### src/rtl/exc_controller.sv
// exc_controller: multicycle exception sequencer for the MIPS datapath.
//
// On an invalid-opcode or overflow pulse it stalls the control unit and saves
// EPC = PC-4. It then owns the memory address path for MEM_LATENCY cycles and
// loads PC with a zero-extended handler byte. An eret pulse reloads PC from EPC.
//
// Ports:
//   clock, reset_l           - clock (rising edge), async active-low reset
//   exc_opcode, exc_overflow - single-cycle exception pulses from control/ALU
//   eret                     - single-cycle return-from-exception pulse
//   pc_in, mem_data_in       - current PC, memory read data
//   stall                    - high whenever the sequencer is not idle
//   mem_sel, mem_addr        - memory address override and vector word address
//   pc_load, pc_value        - one-cycle PC write strobe and value
//   epc, cause               - saved PC and last taken exception (01 opc, 10 ovf)
//   double_fault             - sticky, exception arrived while busy
//   exc_count                - only with EXC_COUNT_EN: saturating exception count
//
// Optional feature: define EXC_COUNT_EN to add the exc_count output.
module exc_controller #(
    parameter int unsigned MEM_LATENCY = 2,
    parameter int unsigned VEC_OPCODE  = 254,
    parameter int unsigned VEC_OVF     = 255
) (
    input  logic        clock,
    input  logic        reset_l,
    input  logic        exc_opcode,
    input  logic        exc_overflow,
    input  logic        eret,
    input  logic [31:0] pc_in,
    input  logic [31:0] mem_data_in,
    output logic        stall,
    output logic        mem_sel,
    output logic [31:0] mem_addr,
    output logic        pc_load,
    output logic [31:0] pc_value,
    output logic [31:0] epc,
    output logic [1:0]  cause,
    output logic        double_fault
`ifdef EXC_COUNT_EN
    ,
    output logic [15:0] exc_count
`endif
);

    localparam logic [31:0] VecOpc  = 32'(VEC_OPCODE);
    localparam logic [31:0] VecOvf  = 32'(VEC_OVF);
    localparam logic [2:0]  CntInit = 3'(MEM_LATENCY - 1);

    typedef enum logic [2:0] {StIdle, StSave, StWait, StLoad, StRet} state_e;

    state_e      state_q, state_d;
    logic [31:0] vec_q, vec_d;
    logic [1:0]  cause_q, cause_d;
    logic [31:0] epc_q, epc_d;
    logic [31:0] pc_value_q, pc_value_d;
    logic [31:0] mem_addr_q, mem_addr_d;
    logic [2:0]  counter_q, counter_d;
    logic        double_fault_q, double_fault_d;
    logic        take_exc;
    logic [7:0]  load_byte;

    // Little-endian byte lane selected by the low bits of the vector address.
    always_comb begin
        case (vec_q[1:0])
            2'd0:    load_byte = mem_data_in[7:0];
            2'd1:    load_byte = mem_data_in[15:8];
            2'd2:    load_byte = mem_data_in[23:16];
            default: load_byte = mem_data_in[31:24];
        endcase
    end

    always_comb begin
        state_d        = state_q;
        vec_d          = vec_q;
        cause_d        = cause_q;
        epc_d          = epc_q;
        pc_value_d     = pc_value_q;
        mem_addr_d     = mem_addr_q;
        counter_d      = counter_q;
        double_fault_d = double_fault_q;
        take_exc       = 1'b0;

        unique case (state_q)
            StIdle: begin
                if (exc_opcode) begin
                    cause_d    = 2'b01;
                    vec_d      = VecOpc;
                    mem_addr_d = VecOpc & ~32'd3;
                    state_d    = StSave;
                    take_exc   = 1'b1;
                end else if (exc_overflow) begin
                    cause_d    = 2'b10;
                    vec_d      = VecOvf;
                    mem_addr_d = VecOvf & ~32'd3;
                    state_d    = StSave;
                    take_exc   = 1'b1;
                end else if (eret) begin
                    pc_value_d = epc_q;
                    state_d    = StRet;
                end
            end
            StSave: begin
                epc_d     = pc_in - 32'd4;
                counter_d = CntInit;
                state_d   = StWait;
            end
            StWait: begin
                if (counter_q == 3'd0) begin
                    state_d = StLoad;
                end else begin
                    counter_d = counter_q - 3'd1;
                end
            end
            StLoad: begin
                // Keep the loaded value visible on pc_value after LOAD.
                pc_value_d = {24'h0, load_byte};
                state_d    = StIdle;
            end
            StRet: begin
                state_d = StIdle;
            end
            default: state_d = StIdle;
        endcase

        if (state_q != StIdle && (exc_opcode || exc_overflow)) begin
            double_fault_d = 1'b1;
        end
    end

    always_ff @(posedge clock or negedge reset_l) begin
        if (!reset_l) begin
            state_q        <= StIdle;
            vec_q          <= 32'h0;
            cause_q        <= 2'b00;
            epc_q          <= 32'h0;
            pc_value_q     <= 32'h0;
            mem_addr_q     <= 32'h0;
            counter_q      <= 3'd0;
            double_fault_q <= 1'b0;
        end else begin
            state_q        <= state_d;
            vec_q          <= vec_d;
            cause_q        <= cause_d;
            epc_q          <= epc_d;
            pc_value_q     <= pc_value_d;
            mem_addr_q     <= mem_addr_d;
            counter_q      <= counter_d;
            double_fault_q <= double_fault_d;
        end
    end

`ifdef EXC_COUNT_EN
    logic [15:0] exc_count_q;

    always_ff @(posedge clock or negedge reset_l) begin
        if (!reset_l) begin
            exc_count_q <= 16'h0;
        end else if (take_exc && exc_count_q != 16'hFFFF) begin
            exc_count_q <= exc_count_q + 16'd1;
        end
    end

    assign exc_count = exc_count_q;
`endif

    assign stall        = (state_q != StIdle);
    assign mem_sel      = (state_q == StSave) || (state_q == StWait) || (state_q == StLoad);
    assign pc_load      = (state_q == StLoad) || (state_q == StRet);
    // Only LOAD forwards memory data combinationally; everywhere else registered.
    assign pc_value     = (state_q == StLoad) ? {24'h0, load_byte} : pc_value_q;
    assign mem_addr     = mem_addr_q;
    assign epc          = epc_q;
    assign cause        = cause_q;
    assign double_fault = double_fault_q;

endmodule

### config.mk
export PLATFORM = sky130hd
export DESIGN_NAME = exc_controller
export DESIGN_NICKNAME = d
export VERILOG_FILES = /design/src/rtl/exc_controller.sv
export SDC_FILE = /design/constraint.sdc
export NUM_CORES = 1
export LEC_CHECK = 0
export BUFFER_PORTS_ARGS = -buffer_cell sky130_fd_sc_hd__buf_2
export CAP_MARGIN = 30
export CORE_ASPECT_RATIO = 0.5
export CORE_UTILIZATION = 35
export DETAILED_ROUTE_END_ITERATION = 10
export PLACE_DENSITY = 0.69
export SLEW_MARGIN = 20
export SYNTH_ARGS = -nofsm -noshare
export SYNTH_HDL_FRONTEND = slang
export SYNTH_SLANG_ARGS = --single-unit
export TNS_END_PERCENT = 30
### constraint.sdc
create_clock -name clock -period 2.95 [get_ports clock]
set_input_delay 0.885 -clock clock [delete_from_list [all_inputs] [get_ports clock]]
set_output_delay 0.885 -clock clock [all_outputs]
set_load 0.03 [all_outputs]
==> results.cfg <==
[outcome]
outcome = finished clean

[sta]
grt_setup_unrepaired = no
final.setup.tns_ns = 0
worstMarginPinSlew_ns = 0.680
fin_skew_ns = 0.00750
hold_viol_final = 0
slew_headroom = 0.543
drv_slew = 0
setup_ws_ns = 0.118
finalSetupViolCount = 0
period_share = 0.960
finalCriticalPeriod_ns = 2.83
max_clock_freq_ghz = 0.353

[cells_and_area]
nets = 682
diodes = 0
n_fill_cell = 1161
final_cell_area_mm2 = 0.00553
drive_above_1_share = 0.339
finalNonFillerCells = 779
seqCellArea_mm2 = 0.00185
multi_input_area_mm2 = 0.00219
areaGrowthSynthToFinish_pct = 28.6

[synth]
yosys_register_bits = 74
synth-main-ff-cell = dfrtp_1
synth_area_leaders = dfrtp_1 43%, nand2_1 8.7%, o21ai_0 5.9%
seq_area_frac_synth = 0.431
synthArstFlopShare = 1.00
syn_avg_cell_area_um2 = 9.03
synthXorXnorAreaFrac = 0.0530
synth_largest_area_cell = dfrtp_1
ys_warn_count = 0
muxShareOfSynthArea = 0.0419
synth-edff-count = 0
synth_simple_gate_area_frac = 0.248
synthAdderAreaFrac = 0.00873
syn_inst = 476
syn_area_mm2 = 0.00430
synth_top_area_share = 0.431
synth_top_family_by_area = simple AND/OR/NAND/NOR gates
synth_compound_area_frac = 0.127
synth_cell_types = 45

[grt]
grt_max_degree = 68
grt_usage = 0.164
grt_pass1_wl_um = 16600
first_global_vias = 3230
grt_overflow_total = 0
antenna_found_initial = 0

[place]
place.port_buffers = 144
place.gp.congestion = 0.804
place_ws_ns = 0.144
postPlaceCellArea_mm2 = 0.00510
post-dp-hpwl_um = 7800
dp_cells = 762

[clock_tree]
cts_tree = done
htreeDepth = 3
cts.sinks = 74
post-cts-setup-buffers = 0
cts_root_buf = clkbuf_16
clk_pin_slew_ns = 0.05
cts_inserted_buffers = 9
cts_hold_buffers = 0
clock_latency_ns = 0.33
clockBufferDepth = 2

[run]
maxCapViolCount = 0

[drt]
drtIter0Drc = 169
dr_total_vias = 3692
drc = 0
detail_route.wl_per_cell_um = 14.1
antenna_left = 0
vias_per_cell = 4.74
finalWirelength_um = 11000
dr.pass1.iters = 4

[floorplan]
die_y_um = 80.4
num_io_pins = 171
design.die.area_mm2 = 0.0128
rows = 28
coreArea_mm2 = 0.0119
dieWidth_um = 159
start_util = 0.362

[hold_path]
worstHoldPathType = reg2reg
hold_depth = 2

[critical_path]
critPathCaptureType = output pin
critPathMaxFanout = 2
cp-start-kind = primary input
cp_common_cell = buf_2
rr_worst_depth = 6
cpPeakStageDelay_ns = 0.46
cp.required_ns = 2.07
path_class = in2out
arrival_ns = 1.95
cp_cell_sequence = buf_2, mux4_2, nor2b_1, a21o_1, buf_2
cp_slowest_cell = mux4_2

[power_and_ir_drop]
comb_power_share = 0.506
p_per_area_mw_per_mm2 = 1140
switching_power_mw = 2.87
p_seq_frac = 0.285
peakVddDrop_mv = 0.517
clock_power_share = 0.210
leakage_nw = 2.65
p_int_mw = 3.45
sw_frac_of_total = 0.454
## layout by cell type (no fill, tap or decap), types with 7 or more instances in the layout
cell type,count
nor4_1,9
nor3_1,8
a21oi_1,13
conb_1,26
mux4_2,8
xnor2_1,26
dfrtp_1,73
nor2_1,18
and2_1,24
buf_2,142
buf_4,10
clkbuf_16,10
o21ai_1,10
nor3_2,7
a21o_1,8
o21ai_0,51
nand2_1,100
## kinds of logic (layout without fill, tap and decap cells)
| family | Yosys count | count (layout) |
|---|---|---|
| AOI/OAI and AO/OA | 96 | 96 |
| xor gates and xnor gates | 26 | 26 |
| adders and majority gates | 3 | 3 |
| buffers and inverters | 67 | 180 |
| DFF | 74 | 74 |
| muxes | 8 | 8 |
| other | 1 | 26 |
| and+or+nand+nor | 201 | 201 |
## metal layers
metal  up-vias  part of all wire  GRT usage
li1       1821                 -          -
met1      1767              0.44      0.204
met2        95              0.51      0.289
met3         9             0.041     0.0398
met4         0            0.0083     0.0427
met5         -                 0          0
## final cells by class
class / count / area share
clock inverter: 5 / 0.0231
tap: 165 / 0.0374
timing repair buffer: 158 / 0.163
sequential: 74 / 0.335
inverter: 7 / 0.00475
multi-input combinational: 360 / 0.396
clock buffer: 10 / 0.0414
## critical path: cells and delay by family
kind / cells / cell delay, ns
and+or+nand+nor: 1 / 0.18
muxes: 1 / 0.46
buffers and inverters: 2 / 0.27
AOI/OAI and AO/OA: 1 / 0.16
## what timing repair did
action                     in CTS  in global routing
cloned                          0                  1
gates resized for setup         1                  7
setup endpoints to repair       8                  7
## synth_stat cells, types with 2 or more instances
| cell type | count |
|---|---|
| nand2_1 | 100 |
| dfrtp_1 | 74 |
| o21ai_0 | 51 |
| buf_4 | 31 |
| xnor2_1 | 26 |
| and2_1 | 24 |
| clkbuf_1 | 20 |
| nor2_1 | 18 |
| a21oi_1 | 13 |
| nor2b_1 | 11 |
| o21ai_1 | 10 |
| nor4_1 | 9 |
| a21o_1 | 8 |
| mux4_2 | 8 |
| nor3_1 | 8 |
| nor3_2 | 7 |
| inv_1 | 6 |
| or3_1 | 6 |
| buf_1 | 4 |
| a31oi_1 | 3 |
| buf_2 | 3 |
| ha_1 | 3 |
| nand3_1 | 3 |
| nor4_4 | 3 |
| buf_6 | 2 |
| nand2b_1 | 2 |
| nand4b_1 | 2 |
| nor4_2 | 2 |
| nor4b_2 | 2 |
| o21bai_1 | 2 |
## worst paths after layout
kind / from / to / slack (ns)
hold / removal: pc_value_q[25] / pc_value_q[25] / 0.47
min in group asynchronous: reset_l / epc[21] / 0.56
hold reg to reg: pc_value_q[25] / pc_value_q[25] / 0.47
setup reg to reg: state_q[1] / pc_value_q[21] / 1.06
setup / recovery: mem_data_in[25] / pc_value[1] / 0.12
max in group asynchronous: reset_l / vec_q[0] / 1.79
## state kept, by name, indices dropped and copies added, names as in the netlist
register and cells:
counter_q 3, mem_addr 1, state_q 3, epc 32, double_fault 1, pc_value_q 32
cause 1, vec_q 1
## power groups by stage
stage	Sequential (mW)	Combinational, mW	Clock [mW]
after floorplan	2.15	1.85	0
after global placement	1.80	3.07	0
after detailed placement	1.82	3.13	0
after CTS	1.81	3.13	1.35
after global routing	1.86	3.48	1.39
final	1.80	3.20	1.33
## stage by stage
stage | power, mW | hold slack (ns) | utilization
2_1_floorplan | 4.01 | 0.442 | -
3_3_place_gp | 4.87 | 0.454 | 0.430
3_5_place_dp | 4.95 | 0.462 | 0.430
4_1_cts | 6.29 | 0.475 | 0.460
5_1_grt | 6.74 | 0.489 | 0.465
6_report | 6.33 | 0.468 | 0.465
Note: power is estimated with default switching activity, not from simulation.
